File: src/rtl/div_seq_if.sv
// Request/response bundle for the sequential divider: one-shot start with operands,
// annul flush, and the stall/ready/HI-LO result path back to the pipeline.
interface div_seq_if #(parameter int DW = 32);
  logic          start;
  logic          signed_div;
  logic [DW-1:0] a;
  logic [DW-1:0] b;
  logic          annul;
  logic          stall_o;
  logic          ready_o;
  logic [2*DW-1:0] hilo_o;
  logic          div_zero_o;

  modport master (output start, signed_div, a, b, annul,
                  input  stall_o, ready_o, hilo_o, div_zero_o);
  modport slave  (input  start, signed_div, a, b, annul,
                  output stall_o, ready_o, hilo_o, div_zero_o);
endinterface

File: src/rtl/div_seq.sv
// Multi-cycle restoring divider (DIV/DIVU), one quotient bit per cycle, HI=rem LO=quot.
// Optional macro DIV_ZERO_FLAG_EN enables the divide-by-zero flag on div_zero_o.
module div_seq #(parameter int DW = 32) (
  input  logic     clk,
  input  logic     resetn,
  div_seq_if.slave bus
);
  localparam int CW = $clog2(DW) + 1;

  typedef enum logic [1:0] {IDLE, CALC, ZERO, DONE} state_t;
  state_t state, state_nxt;

  logic [CW-1:0]   cnt;
  logic [DW-1:0]   rem_q, quo_q, dvs_q;
  logic [2*DW-1:0] hilo_q;
  logic            neg_q, neg_r;

  logic            accept, last;
  logic [DW-1:0]   a_mag, b_mag;
  logic [DW:0]     shl, diff;
  logic            ge;
  logic [DW-1:0]   rem_nxt, quo_nxt, q_fin, r_fin;

  assign accept = (state == IDLE) && bus.start && !bus.annul;
  assign last   = (state == CALC) && (cnt == CW'(DW-1));

  assign a_mag = (bus.signed_div && bus.a[DW-1]) ? -bus.a : bus.a;
  assign b_mag = (bus.signed_div && bus.b[DW-1]) ? -bus.b : bus.b;

  // quo_q starts as the dividend magnitude and shifts out into the remainder
  // as quotient bits shift in from the bottom.
  assign shl     = {rem_q, quo_q[DW-1]};
  assign diff    = shl - {1'b0, dvs_q};
  assign ge      = ~diff[DW];
  assign rem_nxt = ge ? diff[DW-1:0] : shl[DW-1:0];
  assign quo_nxt = {quo_q[DW-2:0], ge};
  assign q_fin   = neg_q ? -quo_nxt : quo_nxt;
  assign r_fin   = neg_r ? -rem_nxt : rem_nxt;

  always_ff @(posedge clk or negedge resetn) begin
    if (!resetn) state <= IDLE;
    else         state <= state_nxt;
  end

  always_comb begin
    state_nxt = state;
    if (bus.annul) state_nxt = IDLE;
    else begin
      case (state)
        IDLE: if (bus.start) state_nxt = (b_mag == '0) ? ZERO : CALC;
        CALC: if (last) state_nxt = DONE;
        ZERO: state_nxt = DONE;
        DONE: state_nxt = IDLE;
        default: state_nxt = IDLE;
      endcase
    end
  end

  always_ff @(posedge clk or negedge resetn) begin
    if (!resetn) begin
      cnt    <= '0;
      rem_q  <= '0;
      quo_q  <= '0;
      dvs_q  <= '0;
      hilo_q <= '0;
      neg_q  <= 1'b0;
      neg_r  <= 1'b0;
    end else if (accept) begin
      cnt   <= '0;
      rem_q <= '0;
      quo_q <= a_mag;
      dvs_q <= b_mag;
      neg_q <= bus.signed_div & (bus.a[DW-1] ^ bus.b[DW-1]);
      neg_r <= bus.signed_div & bus.a[DW-1];
    end else if (state == CALC && !bus.annul) begin
      cnt   <= cnt + CW'(1);
      rem_q <= rem_nxt;
      quo_q <= quo_nxt;
      if (last) hilo_q <= {r_fin, q_fin};
    end else if (state == ZERO && !bus.annul) begin
      hilo_q <= '0;
    end
  end

  // Gated by resetn so stall drops immediately on reset even with start high.
  assign bus.stall_o = resetn && !bus.annul &&
                       ((state == IDLE && bus.start) || state == CALC || state == ZERO);
  assign bus.ready_o = (state == DONE) && !bus.annul;
  assign bus.hilo_o  = hilo_q;

`ifdef DIV_ZERO_FLAG_EN
  logic zero_q;
  always_ff @(posedge clk or negedge resetn) begin
    if (!resetn)     zero_q <= 1'b0;
    else if (accept) zero_q <= (b_mag == '0);
  end
  assign bus.div_zero_o = bus.ready_o & zero_q;
`else
  assign bus.div_zero_o = 1'b0;
`endif
endmodule

File: src/flat_wrapper.sv
// flat-port wrapper written by rule: the top's interface ports become plain ports
module div_seq_flat 
#(parameter int DW = 32)
  (clk, resetn, bus_start, bus_signed_div, bus_a, bus_b, bus_annul, bus_stall_o, bus_ready_o, bus_hilo_o, bus_div_zero_o);
  div_seq_if #(.DW(DW)) bus_i ();
  input  logic clk;
  input  logic resetn;
  input wire logic [$bits(bus_i.start)-1:0] bus_start;
  input wire logic [$bits(bus_i.signed_div)-1:0] bus_signed_div;
  input wire logic [$bits(bus_i.a)-1:0] bus_a;
  input wire logic [$bits(bus_i.b)-1:0] bus_b;
  input wire logic [$bits(bus_i.annul)-1:0] bus_annul;
  output wire logic [$bits(bus_i.stall_o)-1:0] bus_stall_o;
  output wire logic [$bits(bus_i.ready_o)-1:0] bus_ready_o;
  output wire logic [$bits(bus_i.hilo_o)-1:0] bus_hilo_o;
  output wire logic [$bits(bus_i.div_zero_o)-1:0] bus_div_zero_o;
  assign bus_i.start = bus_start;
  assign bus_i.signed_div = bus_signed_div;
  assign bus_i.a = bus_a;
  assign bus_i.b = bus_b;
  assign bus_i.annul = bus_annul;
  assign bus_stall_o = bus_i.stall_o;
  assign bus_ready_o = bus_i.ready_o;
  assign bus_hilo_o = bus_i.hilo_o;
  assign bus_div_zero_o = bus_i.div_zero_o;
  div_seq #(.DW(DW)) u_core (.clk(clk), .resetn(resetn), .bus(bus_i));
endmodule
File: config.mk
export PLATFORM = sky130hd
export DESIGN_NAME = div_seq_flat
export DESIGN_NICKNAME = d
export VERILOG_FILES = /design/src/rtl/div_seq_if.sv /design/src/rtl/div_seq.sv /design/src/flat_wrapper.sv
export SDC_FILE = /design/constraint.sdc
export NUM_CORES = 1
export LEC_CHECK = 0
export ABC_AREA = 1
export ABC_CLOCK_PERIOD_IN_PS = 3600
export CORE_ASPECT_RATIO = 2
export CORE_UTILIZATION = 40
export DETAILED_ROUTE_END_ITERATION = 12
export PLACE_DENSITY = 0.61
export SLEW_MARGIN = 20
export SYNTH_ARGS = -nofsm -noshare
export SYNTH_HDL_FRONTEND = slang
export SYNTH_SLANG_ARGS = --single-unit
File: constraint.sdc
create_clock -name clk -period 3.6 [get_ports clk]
set_input_delay 0.9 -clock clk [delete_from_list [all_inputs] [get_ports clk]]
set_output_delay 0.9 -clock clk [all_outputs]
set_load 0.02 [all_outputs]
* After elaboration in Yosys (flattened, before gate mapping) *
Cells that the tools add are included.
Widths: inputs -> output; s select.

storage, ports and cells
  register bits = 170
  bits of input ports = 69
  output and inout bits = 67
  word-level logic and storage cells = 64

cells by class
  add/subtract/negate cells = 6
  equal/unequal tests = 7
  mux-type cells = 19
  bitwise logic cells = 5
  reduce and logical (&&, ||, !) cells = 19

operators with widths
  kind                 count
  $mux 32              9
  $mux 64              3
  $neg 32->32          4
  $sub 33x32->33       1
  $logic_not 32->1     1
  $mux 6               2
  $logic_and 1x1->1    10
  $mux 2               4
  $pmux 2 s4           1
  $add 6x1->6 const B  1
  $eq 6x5->1 const B   1
  $eq 2x2->1 const B   2
  $reduce_bool 2->1    2
  $ne 3x2->1 const B   1
  $ne 3x3->1 const B   1
  $reduce_and 3->1     1
  $and 1x1->1          2
  $eq 2x1->1 const B   1
  $logic_not 2->1      1
  $logic_or 1x1->1     2
  $ne 2x1->1 const B   1
  $not 1->1            2
  $reduce_and 2->1     1
  $logic_not 1->1      1
  $xor 1x1->1          1

* Depth between registers and ports, before layout *
Gate-level depths: netlist of run 1.

  depth in word-level cells = 7
  depth in mapped cells = 29
  mapped depth without buffers = 27

* Worst setup path before layout of run 1 *
Ideal clock, no wire load.

  kind = register to register
  start = register u_core.quo_q[31]
  end = register u_core.hilo_q[30], in the netlist u_core.bus.hilo_o[30]
  setup time = 0.126 ns
  arrival = 3.394 ns
  data required time = 3.474 ns
  slack = 0.080 ns
  stages on the path, launching flop included = 27
  path buffers = 2
  period minus slack after synthesis = 3.520 ns
  cell sequence = dfrtp_1 > inv_1 > ha_1 > inv_1 > fa_1 > nand2_1 > nand2_1 > nand3_1 > nand2_2 > nand2_1 > nand2_2 > nand2_4 > nand3_4 > nand2_8 > buf_8 > buf_6 > ha_1 > nand4_1 > nor2_1 > nand3_1 > nor3_1 > and3_1 > nand4_1 > o21ai_0 > inv_1 > nor2_1 > o21ai_0

between the ends
  longest elaborated chain between the ends = 6

RTL lines
  element                   line           source
  start: declaration        div_seq.sv:14  logic [DW-1:0] rem_q, quo_q, dvs_q;
  start signal: assignment  div_seq.sv:71  quo_q <= a_mag;
  start signal: assignment  div_seq.sv:78  quo_q <= quo_nxt;
  $sub 33x32->33            div_seq.sv:33  assign diff = shl - {1'b0, dvs_q};
  $not 1->1                 div_seq.sv:34  assign ge = ~diff[DW];
  $neg 32->32               div_seq.sv:37  assign q_fin = neg_q ? -quo_nxt : quo_nxt;
  $mux 32                   div_seq.sv:37
  $mux 64                   div_seq.sv:79  if (last) hilo_q <= {r_fin, q_fin};
  $mux 64                   div_seq.sv:75  end else if (state == CALC && !bus.annul) begin
  end signal: assignment    div_seq.sv:79
  end: declaration          div_seq.sv:15  logic [2*DW-1:0] hilo_q;

Every way passes these cells. The select of a mux whose other input is x is not followed.
A chain may end at the register's enable or synchronous reset.

* Worst setup path in the final report of run 1 *
  start = register u_core.rem_q[18]
  end = register u_core.hilo_q[30], in the netlist u_core.bus.hilo_o[30]

between the ends
  longest elaborated chain between the ends = 6

RTL lines
  element                   line           source
  start: declaration        div_seq.sv:14
  start signal: assignment  div_seq.sv:77  rem_q <= rem_nxt;
  $sub 33x32->33            div_seq.sv:33
  $not 1->1                 div_seq.sv:34
  $neg 32->32               div_seq.sv:37
  $mux 32                   div_seq.sv:37
  $mux 64                   div_seq.sv:79
  $mux 64                   div_seq.sv:75

Every way passes these cells. The select of a mux whose other input is x is not followed.

==> flow_summary.ini, run 1 <==
[global_routing]
antenna_found_initial = 0
grt_max_degree = 147
grt_use_total = 0.313
grt_pass1_vias = 14205
gr-total-overflow = 0
grt_pass1_wl_um = 77000

[detailed_routing]
dr.pass1.iters = 5
via_per_inst = 5.30
first_iter_violations = 781
wire_per_inst_um = 19.3
ant_nets = 0
drc = 0
vias = 13964
wl_um = 50700

[place]
place.gp.congestion = 0.981
io_buffers = 134
placed_cells = 2594
dp_hpwl_um = 40400

[power]
seqPwrFrac = 0.180
power_density_mw_per_mm2 = 1180
switching_share = 0.560
switchingPower_mw = 10.7
combinationalPowerShare = 0.723
power.leakage_nw = 8.17
intPower_mw = 8.42
vdd_drop_max_uv = 643
clkPwrFrac = 0.096

[synth]
synth.area.top_cells = dfrtp_1 32%, nand2_1 19%, inv_1 7.6%, nand3_1 5.2%, nor2_1 5.1%
yosysTopAreaCell = dfrtp_1
ys_async_sr_fraction = 1.00
avgSynthCellArea_sq_um = 6.54
synth.most_common_cell = nand2_1
synth_cells = 2009
netlist_area_sq_mm = 0.0131
synth-edff-count = 0
yosys-top-cells-count = 656 x nand2_1, 266 x inv_1, 178 x nor2_1
synth.ff_latch_count = 170
ys_seq_area_frac = 0.324
synth_ff_type = dfrtp_1
synthDistinctLibCells = 54
synth_top_area_share = 0.324
yosys_warnings = 0
synth_nets = 2120

[cts]
clk_pin_slew_worst_paths_ps = 70
hold_buffers = 0
cts_buffers = 17
root_buffer = clkbuf_16
worstSkewPairLatency_ps = 470
clock_path_buffers = 2
cts_max_level = 4
cts_tree = done
cts_sinks = 170

[finish]
finalNonFillerCells = 2633
drive_gt1_frac = 0.102
syn2layout_area_growth_pct = 23.4
final_core_util = 0.503
n_antenna_cell = 0
fill_cells = 3403
nets = 2304

[setup_path]
cp-end-kind = flip-flop
crit_path_max_incr_delay_ps = 440
critPathArrivalTime_ps = 3770
cp-start-kind = flip-flop
cp.required_ps = 3950
cpMostUsedCell = nand2_1
reg2reg_slack_ps = 180
crit_type = flip-flop to flip-flop
cp_num_buf_inv = 2
crit_family = simple AND/OR/NAND/NOR gates
crit_slowest_cell = dfrtp_1
path_cells = ha_1 > nand2_2 > inv_2 > nand2_1 > nand2_1 > nand2_1 > nand2_2 > a21oi_4 > nand3_4 > nand2_8 > ha_4 > nand4_1 > nor2_1 > nand3_1 > nor3_2 > and3_4 > nand4_1 > o21ai_2 > inv_1 > nor2_1 > o21ai_1
worst-path-max-fanout = 4

[worst_hold_path]
hold_class = input pin to asynchronous set/reset pin

[timing]
hold_viol = 0
worstMarginPinSlew_ps = 855
slew_headroom = 0.430
fin_crit_ps = 3420
fmax_ghz = 0.293
finalClockSkew_ps = 16.8
hold_slack_ps = 312
setup_violations = 0
period_share = 0.949
finalMaxSlewViolations = 0

[floorplan]
row_count = 93
dieArea_sq_mm = 0.0336
die_h_um = 258
ios = 136
die_w_um = 130
start_util = 0.408
fp.coreArea_sq_mm = 0.0322

[flow_run]
maxCapViolCount = 0

[status]
status = completed
[path summary, 6_finish.rpt]
check                                      startpoint  cells past startpoint                     to
worst min-delay path                           resetn                      1        u_core.dvs_q[0]
min in group clk                u_core.bus.hilo_o[16]                      2  u_core.bus.hilo_o[16]
worst min register to register  u_core.bus.hilo_o[16]                      2  u_core.bus.hilo_o[16]
max in group asynchronous                      resetn                      2       u_core.rem_q[20]
worst max-delay path                 u_core.rem_q[18]                     21  u_core.bus.hilo_o[30]
worst max register to register       u_core.rem_q[18]                     21  u_core.bus.hilo_o[30]
[worst register-to-register path, delay by kind of cell, from the launching register on]
kind	cells	cell delay [ps]
buf+inv	2	80
simple gates	14	1810
flops	1	440
compound gates	3	500
fa+ha+maj	2	470
[power groups by stage]
stage / combinational [mW] / clock (mW) / sequential, mW
after floorplan: 8.66 / 0 / 3.46
after global placement: 13.3 / 0 / 3.43
after detailed placement: 13.4 / 0 / 3.43
after CTS: 13.5 / 1.88 / 3.40
after global routing: 15.2 / 1.94 / 3.51
final: 13.8 / 1.84 / 3.45
[through the flow]
| stage | setup TNS [ps] | power (mW) | setup slack (ps) | instance area [sq um] |
|---|---|---|---|---|
| after floorplan | 0 | 12.1 | 79.8 | 13100 |
| after global placement | -22.6 | 16.8 | -19.2 | 15400 |
| after detailed placement | -6.11 | 16.9 | -6.11 | 15400 |
| after CTS | 0 | 18.8 | 55.0 | 16000 |
| after global routing | -59.3 | 20.7 | -46.4 | 16200 |
| final | 0 | 19.1 | 183 | 16200 |
[state kept, by name, summed over array words and instances (netlist names)]
name and cells:
u_core.neg_r 1, u_core.neg_q 1, u_core.dvs_q 32, u_core.cnt 6, u_core.state 2, u_core.bus.hilo_o 64
u_core.rem_q 32, u_core.quo_q 32
[final cells by class]
cell class / count / area (sq um) / area share
Clock buffer: 17 / 425 / 0.0262
Clock inverter: 15 / 149 / 0.00918
Inverter: 276 / 1040 / 0.0639
Multi-Input combinational cell: 1503 / 7710 / 0.476
Sequential cell: 170 / 4260 / 0.263
Tap cell: 427 / 534 / 0.0329
Timing Repair Buffer: 225 / 2100 / 0.130
[cell families (layout without fill, tap and decap cells)]
| kind of cell | after synthesis | in the layout | share of synthesized area |
|---|---|---|---|
| flip-flops | 170 | 170 | 0.324 |
| AND/OR/NAND/NOR | 1101 | 1101 | 0.357 |
| buffers and inverters | 336 | 533 | 0.102 |
| AO/OA/AOI/OAI | 293 | 293 | 0.132 |
| adder cells (fa/ha/maj) | 42 | 42 | 0.0406 |
| other | 1 | 1 | 0.000285 |
| XOR/XNOR | 66 | 66 | 0.0440 |
[timing repair]
item	4_1_cts	5_1_grt
hold endpoints to repair	0	0
resized for setup	0	39
buffers inserted	0	7
endpoints found under the setup margin	0	26
[layout by cell type (no fill, tap or decap), drive strengths merged, types with 2 or more instances in the layout]
cell | Yosys | routed
or2 | 3 | 3
o21ai | 154 | 154
dfrtp | 170 | 170
nor2 | 186 | 186
clkinv | 1 | 7
clkbuf | 42 | 17
xor2 | 48 | 48
buf | 18 | 92
clkdlybuf4s50 | 0 | 133
nand2 | 689 | 689
a22o | 4 | 4
o31ai | 3 | 3
o211ai | 2 | 2
nand3b | 5 | 5
xnor2 | 18 | 18
ha | 41 | 41
o22ai | 24 | 24
nor4 | 9 | 9
nand4 | 29 | 29
a31oi | 6 | 6
a21o | 2 | 2
o221ai | 29 | 29
and2 | 2 | 2
nand3 | 142 | 142
inv | 275 | 284
o21bai | 5 | 5
a21oi | 59 | 59
nor3 | 34 | 34
[metal layers]
metal | track usage | wire length (um)
met2 | 0.607 | 28200
met3 | 0.0357 | 1460
met1 | 0.268 | 16100
met4 | 0.279 | 4920
met5 | 0 | 0
Power figures use the tool's default switching activity.
==> run 2, diff against run 1 <==
SLEW_MARGIN = not set   (was 20)
==> results of run 2 <==
The final DEF is identical to that of run 1; final timing and power are the same.
